File: src/rtl/mips_pkg.sv
// Shared encodings for the MIPS execute stage: ALUOp codes, funct values,
// control-field bit positions and the multiplier state enum.
package mips_pkg;

   localparam logic [1:0] ALUOP_ADD   = 2'b00;
   localparam logic [1:0] ALUOP_SUB   = 2'b01;
   localparam logic [1:0] ALUOP_RTYPE = 2'b10;
   localparam logic [1:0] ALUOP_ADDI  = 2'b11;

   localparam logic [5:0] FUNCT_ADD  = 6'h20;
   localparam logic [5:0] FUNCT_SUB  = 6'h22;
   localparam logic [5:0] FUNCT_AND  = 6'h24;
   localparam logic [5:0] FUNCT_OR   = 6'h25;
   localparam logic [5:0] FUNCT_SLT  = 6'h2A;
   localparam logic [5:0] FUNCT_MFHI = 6'h10;
   localparam logic [5:0] FUNCT_MFLO = 6'h12;
   localparam logic [5:0] FUNCT_MULT = 6'h18;

   // Mem_ctrl = {Branch, MemRead, MemWrite}
   localparam int MEM_BRANCH = 2;
   // EX_ctrl = {RegDst, ALUOp[1:0], ALUSrc}
   localparam int EX_REGDST   = 3;
   localparam int EX_ALUOP_HI = 2;
   localparam int EX_ALUOP_LO = 1;
   localparam int EX_ALUSRC   = 0;

   typedef enum logic {
      ST_IDLE = 1'b0,
      ST_MUL  = 1'b1
   } mul_state_e;

endpackage

File: src/rtl/seq_multiplier.sv
// Iterative signed multiplier: magnitudes are multiplied one bit per cycle
// with shift-add, and the sign is applied on the final step.
//
// state   | meaning
// ST_IDLE | waiting for start; operands latched on the start edge
// ST_MUL  | one shift-add step per cycle, WIDTH steps total
import mips_pkg::*;

module seq_multiplier #(
   parameter int WIDTH = 32
) (
   input  logic               clk,
   input  logic               rst_n,
   input  logic               start,
   input  logic [WIDTH-1:0]   a,
   input  logic [WIDTH-1:0]   b,
   output logic               busy,
   output logic               done,
   output logic [2*WIDTH-1:0] product
);

   localparam int CW = $clog2(WIDTH);
   localparam logic [CW-1:0] LAST = CW'(WIDTH - 1);

   mul_state_e         state_q, state_d;
   logic [CW-1:0]      count_q;
   logic [WIDTH-1:0]   a_abs_q, b_abs_q, a_abs, b_abs;
   logic               neg_q;
   logic [2*WIDTH-1:0] acc_q, acc_next, partial;

   // state register
   always_ff @(posedge clk or negedge rst_n) begin
      if (!rst_n) state_q <= ST_IDLE;
      else        state_q <= state_d;
   end

   // next-state logic
   always_comb begin
      state_d = state_q;
      unique case (state_q)
         ST_IDLE: if (start) state_d = ST_MUL;
         ST_MUL:  if (count_q == LAST) state_d = ST_IDLE;
         default: state_d = ST_IDLE;
      endcase
   end

   // status outputs; done marks the edge on which the final product is valid
   always_comb begin
      busy = (state_q == ST_MUL);
      done = (state_q == ST_MUL) && (count_q == LAST);
   end

   // operand magnitudes, current partial product and signed result
   always_comb begin
      a_abs    = a[WIDTH-1] ? ('0 - a) : a;
      b_abs    = b[WIDTH-1] ? ('0 - b) : b;
      partial  = b_abs_q[count_q] ? ({{WIDTH{1'b0}}, a_abs_q} << count_q) : '0;
      acc_next = acc_q + partial;
      product  = neg_q ? ('0 - acc_next) : acc_next;
   end

   // operand latch and accumulator
   always_ff @(posedge clk or negedge rst_n) begin
      if (!rst_n) begin
         a_abs_q <= '0;
         b_abs_q <= '0;
         neg_q   <= 1'b0;
         acc_q   <= '0;
         count_q <= '0;
      end else if (state_q == ST_IDLE) begin
         if (start) begin
            a_abs_q <= a_abs;
            b_abs_q <= b_abs;
            neg_q   <= a[WIDTH-1] ^ b[WIDTH-1];
            acc_q   <= '0;
            count_q <= '0;
         end
      end else begin
         acc_q   <= acc_next;
         count_q <= count_q + 1'b1;
      end
   end

endmodule

File: src/rtl/ex_stage.sv
// Execute stage and EX/MEM pipeline register: ALU, branch-target adder,
// destination select, and HI/LO fed by the iterative multiplier.
import mips_pkg::*;

module ex_stage #(
   parameter int WIDTH = 32
) (
   input  logic             clk,
   input  logic             rst_n,
   input  logic [1:0]       WB_ctrl,
   input  logic [2:0]       Mem_ctrl,
   input  logic [3:0]       EX_ctrl,
   input  logic [WIDTH-1:0] EX_adder,
   input  logic [WIDTH-1:0] EX_ALU,
   input  logic [WIDTH-1:0] EXMux0_latch,
   input  logic [WIDTH-1:0] IR_out,
   input  logic [4:0]       EXMux0,
   input  logic [4:0]       EXMux1,
   output logic             stall,
   output logic             PCSrc,
   output logic [WIDTH-1:0] EX_MEM_latch,
   output logic [1:0]       mem_wb_ctrl,
   output logic [2:0]       mem_ctrl,
   output logic [WIDTH-1:0] alu_result,
   output logic             zero,
   output logic [WIDTH-1:0] store_data,
   output logic [4:0]       dest_reg
);

   logic [1:0]         alu_op;
   logic [5:0]         funct;
   logic [WIDTH-1:0]   op_b, alu_y, branch_target;
   logic               is_mult, bubble;
   logic               mul_busy, mul_done;
   logic [2*WIDTH-1:0] mul_product;
   logic [WIDTH-1:0]   hi_q, lo_q;

   seq_multiplier #(.WIDTH(WIDTH)) u_mul (
      .clk     (clk),
      .rst_n   (rst_n),
      .start   (is_mult),
      .a       (EX_ALU),
      .b       (EXMux0_latch),
      .busy    (mul_busy),
      .done    (mul_done),
      .product (mul_product)
   );

   // ALU, operand select and branch target
   always_comb begin
      alu_op        = EX_ctrl[EX_ALUOP_HI:EX_ALUOP_LO];
      funct         = IR_out[5:0];
      op_b          = EX_ctrl[EX_ALUSRC] ? IR_out : EXMux0_latch;
      branch_target = EX_adder + {IR_out[WIDTH-3:0], 2'b00};
      is_mult       = (alu_op == ALUOP_RTYPE) && (funct == FUNCT_MULT);
      alu_y         = '0;
      unique case (alu_op)
         ALUOP_ADD, ALUOP_ADDI: alu_y = EX_ALU + op_b;
         ALUOP_SUB:             alu_y = EX_ALU - op_b;
         ALUOP_RTYPE: begin
            case (funct)
               FUNCT_ADD:  alu_y = EX_ALU + op_b;
               FUNCT_SUB:  alu_y = EX_ALU - op_b;
               FUNCT_AND:  alu_y = EX_ALU & op_b;
               FUNCT_OR:   alu_y = EX_ALU | op_b;
               FUNCT_SLT:  alu_y = {{(WIDTH-1){1'b0}}, ($signed(EX_ALU) < $signed(op_b))};
               FUNCT_MFHI: alu_y = hi_q;
               FUNCT_MFLO: alu_y = lo_q;
               FUNCT_MULT: alu_y = '0;
               default:    alu_y = '0;
            endcase
         end
         default: alu_y = '0;
      endcase
   end

   // a MULT on the start edge and every multiplying cycle push a bubble
   always_comb begin
      bubble = is_mult | mul_busy;
      stall  = mul_busy;
      PCSrc  = mem_ctrl[MEM_BRANCH] & zero;
   end

   // HI/LO take the signed product on the multiplier's final step
   always_ff @(posedge clk or negedge rst_n) begin
      if (!rst_n) begin
         hi_q <= '0;
         lo_q <= '0;
      end else if (mul_done) begin
         hi_q <= mul_product[2*WIDTH-1:WIDTH];
         lo_q <= mul_product[WIDTH-1:0];
      end
   end

   // EX/MEM pipeline register
   always_ff @(posedge clk or negedge rst_n) begin
      if (!rst_n) begin
         EX_MEM_latch <= '0;
         mem_wb_ctrl  <= '0;
         mem_ctrl     <= '0;
         alu_result   <= '0;
         zero         <= 1'b0;
         store_data   <= '0;
         dest_reg     <= '0;
      end else if (bubble) begin
         EX_MEM_latch <= '0;
         mem_wb_ctrl  <= '0;
         mem_ctrl     <= '0;
         alu_result   <= '0;
         zero         <= 1'b0;
         store_data   <= '0;
         dest_reg     <= '0;
      end else begin
         EX_MEM_latch <= branch_target;
         mem_wb_ctrl  <= WB_ctrl;
         mem_ctrl     <= Mem_ctrl;
         alu_result   <= alu_y;
         zero         <= (alu_y == '0);
         store_data   <= EXMux0_latch;
         dest_reg     <= EX_ctrl[EX_REGDST] ? EXMux1 : EXMux0;
      end
   end

endmodule

File: config.mk
export PLATFORM = sky130hd
export DESIGN_NAME = ex_stage
export DESIGN_NICKNAME = d
export VERILOG_FILES = /design/src/rtl/mips_pkg.sv /design/src/rtl/seq_multiplier.sv /design/src/rtl/ex_stage.sv
export SDC_FILE = /design/constraint.sdc
export NUM_CORES = 1
export LEC_CHECK = 0
export ABC_CLOCK_PERIOD_IN_PS = 8300
export BUFFER_PORTS_ARGS = -buffer_cell sky130_fd_sc_hd__buf_2
export CELL_PAD_IN_SITES_DETAIL_PLACEMENT = 0
export CELL_PAD_IN_SITES_GLOBAL_PLACEMENT = 1
export CORE_MARGIN = 10
export CORE_UTILIZATION = 47
export CTS_BUF_LIST = sky130_fd_sc_hd__clkbuf_8
export DETAILED_ROUTE_END_ITERATION = 7
export GPL_ROUTABILITY_DRIVEN = 0
export GPL_TIMING_DRIVEN = 0
export PLACE_DENSITY = 0.8
export SYNTH_ARGS = -nofsm -noshare
export SYNTH_HDL_FRONTEND = slang
export SYNTH_SLANG_ARGS = --single-unit
File: constraint.sdc
create_clock -name clk -period 8.3 [get_ports clk]
set_input_delay 1.66 -clock clk [delete_from_list [all_inputs] [get_ports clk]]
set_output_delay 1.66 -clock clk [all_outputs]
set_load 0.01 [all_outputs]
---- After elaboration in Yosys (flattened, before gate mapping) ----
Cells that the tools add are included.
word-level totals
  register bits after elaboration ......... 306
  bits of input ports ..................... 149
  logic and storage cells ................. 75
operators by class
  bitwise gates (word level) .............. 6
  shift-type cells ........................ 1
  $lt $le $gt $ge ......................... 2
  muxes and demuxes ....................... 24
  reductions and logical operators ........ 7
  equal/unequal tests ..................... 12
  $add $sub $neg .......................... 8
operators with widths
  operator               number
  $mux 64                4
  $pmux 32 s7            1
  $mux 32                6
  $pmux 32 s3            1
  $add 32x32->32         2
  $add 64x64->64         1
  $shl 32x5->64          1
  $sub 1x32->32 const A  2
  $sub 1x64->64 const A  1
  $and 32x32->32         1
  $logic_not 32->1       1
  $lt 32x32->1           1
  $or 32x32->32          1
  $sub 32x32->32         1
  $eq 6x6->1 const B     5
  $mux 5                 4
  $eq 6x5->1 const B     3
  $lt 5x6->1 const B     1
  $add 5x1->5 const B    1
  $bmux 1 s5             1
  $eq 5x5->1 const B     1
  $eq 2x2->1 const B     2
  $mux 1                 4
  $mux 3                 1
  other kinds (12)       13

---- Depth between registers and ports, before layout ----
  depth after elaboration ................. 6
  depth in mapped cells ................... 26

---- Hierarchy ----
A second synthesis with hierarchy kept.
second synthesis, totals
  cells, all modules ...................... 3,268
  area total of the unflattened synthesis .. 27,662.8 um^2
by module, submodules not included
  module          cells each  instances  area an instance (um^2)
  seq_multiplier  1,830       1          14,453.9
  ex_stage        1,438       1          13,208.9

---- Least setup slack after synthesis ----
OpenSTA, ideal clock, no wires.
  kind .................................... register to register
  from .................................... reg u_mul.count_q[0]
  to ...................................... reg hi_q[28]
  required time ........................... 8.169 ns
  library setup time ...................... 0.131 ns
  setup slack ............................. 1.824 ns
  cell stages (with the launch flop) ...... 24
  period minus slack after synthesis ...... 6.476 ns
  buffers on the path ..................... 5
  arrival time ............................ 6.345 ns
  path through ............................ dfrtp_1 -> clkbuf_1 -> buf_1 -> mux4_2 -> mux4_2 -> nand2_1 -> and2_1 -> clkbuf_1 -> buf_1 -> nor2_1 -> ha_1 -> clkbuf_1 -> nand4_1 -> or3_1 -> or4bb_1 -> nor2_1 -> a2111oi_0 -> nand2b_1 -> xnor2_1 -> or4b_1 -> nor3_2 -> a41oi_1 -> xnor2_1 -> o21ai_1
between the ends
  cells in the longest elaborated chain, start to end .. 6
  elaborated cells on any way between the ends .. 9
RTL lines
  what                          RTL line              source
  start: declaration            seq_multiplier.sv:26  logic [CW-1:0] count_q;
  start signal: assignment      seq_multiplier.sv:80  count_q <= count_q + 1'b1;
  $bmux 1 s5                    seq_multiplier.sv:57  partial = b_abs_q[count_q] ? ({{WIDTH{1'b0}}, a_abs_q} << count_q) : '0;
  $mux 1 (not written as such)  seq_multiplier.sv:57
  $mux 64                       seq_multiplier.sv:57
  $add 64x64->64                seq_multiplier.sv:58  acc_next = acc_q + partial;
  $sub 1x64->64                 seq_multiplier.sv:59  product = neg_q ? ('0 - acc_next) : acc_next;
  $mux 64                       seq_multiplier.sv:59
  end signal: assignment        ex_stage.sv:90        hi_q <= mul_product[2*WIDTH-1:WIDTH];
  end: declaration              ex_stage.sv:36        logic [WIDTH-1:0] hi_q, lo_q;
Several ways; a longest one is shown, not always the timed one. The select of a mux whose other input is x is not followed.
A chain may end at the register's enable or synchronous reset.

---- Worst setup path in the final report ----
  from .................................... reg u_mul.count_q[1]
  to ...................................... reg hi_q[16]
The elaborated chain is that of the path after synthesis.

==> metrics.txt <==
run status=finished clean; row count=88; Most common cell on crit path=a21oi_1; Setup crit end kind=flop; highest-delay cell along the critical path=clkbuf_1; fraction of layout cells with a size suffix above 1=13.51%; TritonCTS buffer count=52; Area Growth Syn to Fin=12.65%; Post-synth EDFFs=0; Max Root-Sink Buffers=3; Relative slew margins=5.360%; Tmin final=7.957 ns; Post-Synthesis Cell Area=0.02755 sq mm; Pwr Density=234.8 mW/mm^2; worst slew pin tran=1.416 ns; number of placed I/O pins=258; leakage power=0.01416 uW; Crit path required time=8.85 ns; final WL=112.9 mm; Yosys reg bits=306; GR Overflow Total=0; count leader, synth=nor2_1; cells after synthesis=3318; HPWL Detailed=92.86 mm; die width=262.1 microns; Setup CP Type=reg2reg; Via Count=27982; Final Cycle Share=95.87%; hold buffers post-CTS=0; max incr delay on CP=0.50 ns; root buffer cell=clkbuf_8; Post-CTS Setup Bufs=0; DRC Markers=0; # clock sinks=306; vias in the first global route=26633; Slew Viols, Final=0; WL per Instance=25.39 microns; cell area after layout=0.03104 sq mm; initial antenna violation count=12; Reg clk slew, reported paths=0.07 ns; Buf/Inv on CP=5; CP startpoint kind=flop; Antenna Nets Post-Route=0; CTS tree=built; clock insertion delay at the later pin of the skew report=0.69 ns; library cells used by synthesis=112; Layout Skew=0.01757 ns; Initial Util=47.58%; Peak VDD IR=0.1371 mV; CP top delay family=compound AO/OA/AOI/OAI gates; # port buffers=255; Total Power=7288 uW; Max-Cap Viols=0; Post-Syn Area per Cell=8.304 sq um; mean number of vias per cell=6.295; DRT Pass-1 Iters=8; final setup violation count=0; global-route wire length before repair=165.6 mm; top cells by area, synth=dfrtp_1, ha_1, a21oi_1; biggest area consumer among synthesized cells=dfrtp_1; Iteration-0 DRC Markers=2915; Syn Nets=3691; chip height=262.1 microns; core area=0.05792 sq mm; WHS=0.4890 ns; Fmax=125.7 MHz; Fin. Hold Viols=0; CP arrival=8.51 ns; Post-CTS Resized=1; largest net degree at the start of global routing=123; YS warnings=0; H-tree depth=2; GRT Util Overall=31.63%; Top reg by flops=u_mul.acc_q; main flop type after synthesis=dfrtp_1; top-area cell type share of the netlist area=27.79%; Die ar.=0.06871 sq mm; top post-synthesis cells by count=nor2_1, dfrtp_1, nand2_1; crit-path cells=clkbuf_1 > clkbuf_2 > clkbuf_1 > clkbuf_1 > a211oi_1 > a21oi_1 > mux2i_1 > a21oi_1 > nor2b_1 > ha_1 > buf_2 > a21oi_1 > o21ai_1 > a221o_1 > a21oi_1 > a21oi_1 > or3_1 > a211oi_1 > nand4_1 > or2_1 > o31ai_1 > xor2_1 > o21ai_1; max FFs per register=64; Area after DPL=0.02987 sq mm; HP Class=reg2reg; Post-synth ARST share=100.0%; worst-path fanout max=10; # nets final=4003; post-synthesis sequential area ratio=27.79%
stage by stage:
step	cells	util (%)	TNS (ns)	worst slack (ns)
after global placement	4338	51.43	-1.189	-0.1387
after global routing	4445	53.59	-0.03678	-0.02454
final	4445	53.59	0	0.3425
after detailed placement	4341	51.58	-3.430	-0.2516
after floorplan	3318	-	0	1.824
after CTS	4436	53.53	0	0.005522
layer usage:
| metal | vias up | track usage [%] | routed length, microns |
|---|---|---|---|
| li1 | 12650 | - | - |
| met1 | 13616 | 40.46 | 46400 |
| met2 | 1406 | 50.42 | 50900 |
| met3 | 306 | 4.422 | 8555 |
| met4 | 4 | 18.69 | 6963 |
| met5 | - | 0 | 31 |
worst min-delay path, stage by stage (launching register included):
cell and delay [ns]:
dfrtp_1 0.34, nand2_1 0.05, o21ai_0 0.06
final cells by class:
| class | instances | area, sq um |
|---|---|---|
| diodes | 9 | 22.52 |
| plain buffers | 175 | 673.1 |
| clock buffers | 66 | 908.4 |
| clock inverters | 29 | 220.2 |
| fillers | 5592 | 26880 |
| inverters | 162 | 608.1 |
| multi-input cells | 2675 | 18640 |
| flip-flops and latches | 306 | 7657 |
| well taps | 765 | 957.2 |
| repair buffers | 258 | 1349 |
path summary, 6_finish.rpt:
kind / slack, ns / to / startpoint / depth (start not counted)
setup reg to reg: 0.34 / hi_q[16] / u_mul.count_q[1] / 23
hold reg to reg: 0.49 / u_mul.acc_q[0] / u_mul.acc_q[0] / 2
min in group asynchronous: 0.91 / EX_MEM_latch[22] / rst_n / 1
hold / removal: 0.49 / u_mul.acc_q[0] / u_mul.acc_q[0] / 2
setup / recovery: 0.34 / hi_q[16] / u_mul.count_q[1] / 23
max in group asynchronous: 5.87 / u_mul.acc_q[61] / rst_n / 3
where the power goes:
part | total, uW | switching (uW) | internal [uW]
clock | 1490 | 703 | 789
sequential | 1840 | 128 | 1710
combinational | 3960 | 2600 | 1350
total | 7290 | 3440 | 3850
cells in the final DEF (no fill, tap or decap), drive strengths merged, types with 69 or more instances in the layout:
cell,n
nor2,321
dfrtp,306
nand2,291
buf,281
o21ai,280
a21oi,279
ha,220
clkbuf,218
inv,175
xnor2,119
xor2,106
mux2i,80
and2,76
nor3,69
logic make-up after synthesis:
| family | count (synthesis) | share of synthesized area [%] |
|---|---|---|
| multiplexers | 144 | 6.830 |
| AND/OR/NAND/NOR | 1047 | 18.43 |
| flip-flops | 306 | 27.79 |
| AO/OA/AOI/OAI | 1035 | 24.87 |
| XOR/XNOR | 225 | 7.179 |
| adder cells (fa/ha/maj) | 224 | 10.28 |
| buffers and inverters | 337 | 4.627 |
No activity file was read; power rests on OpenSTA's default activity.
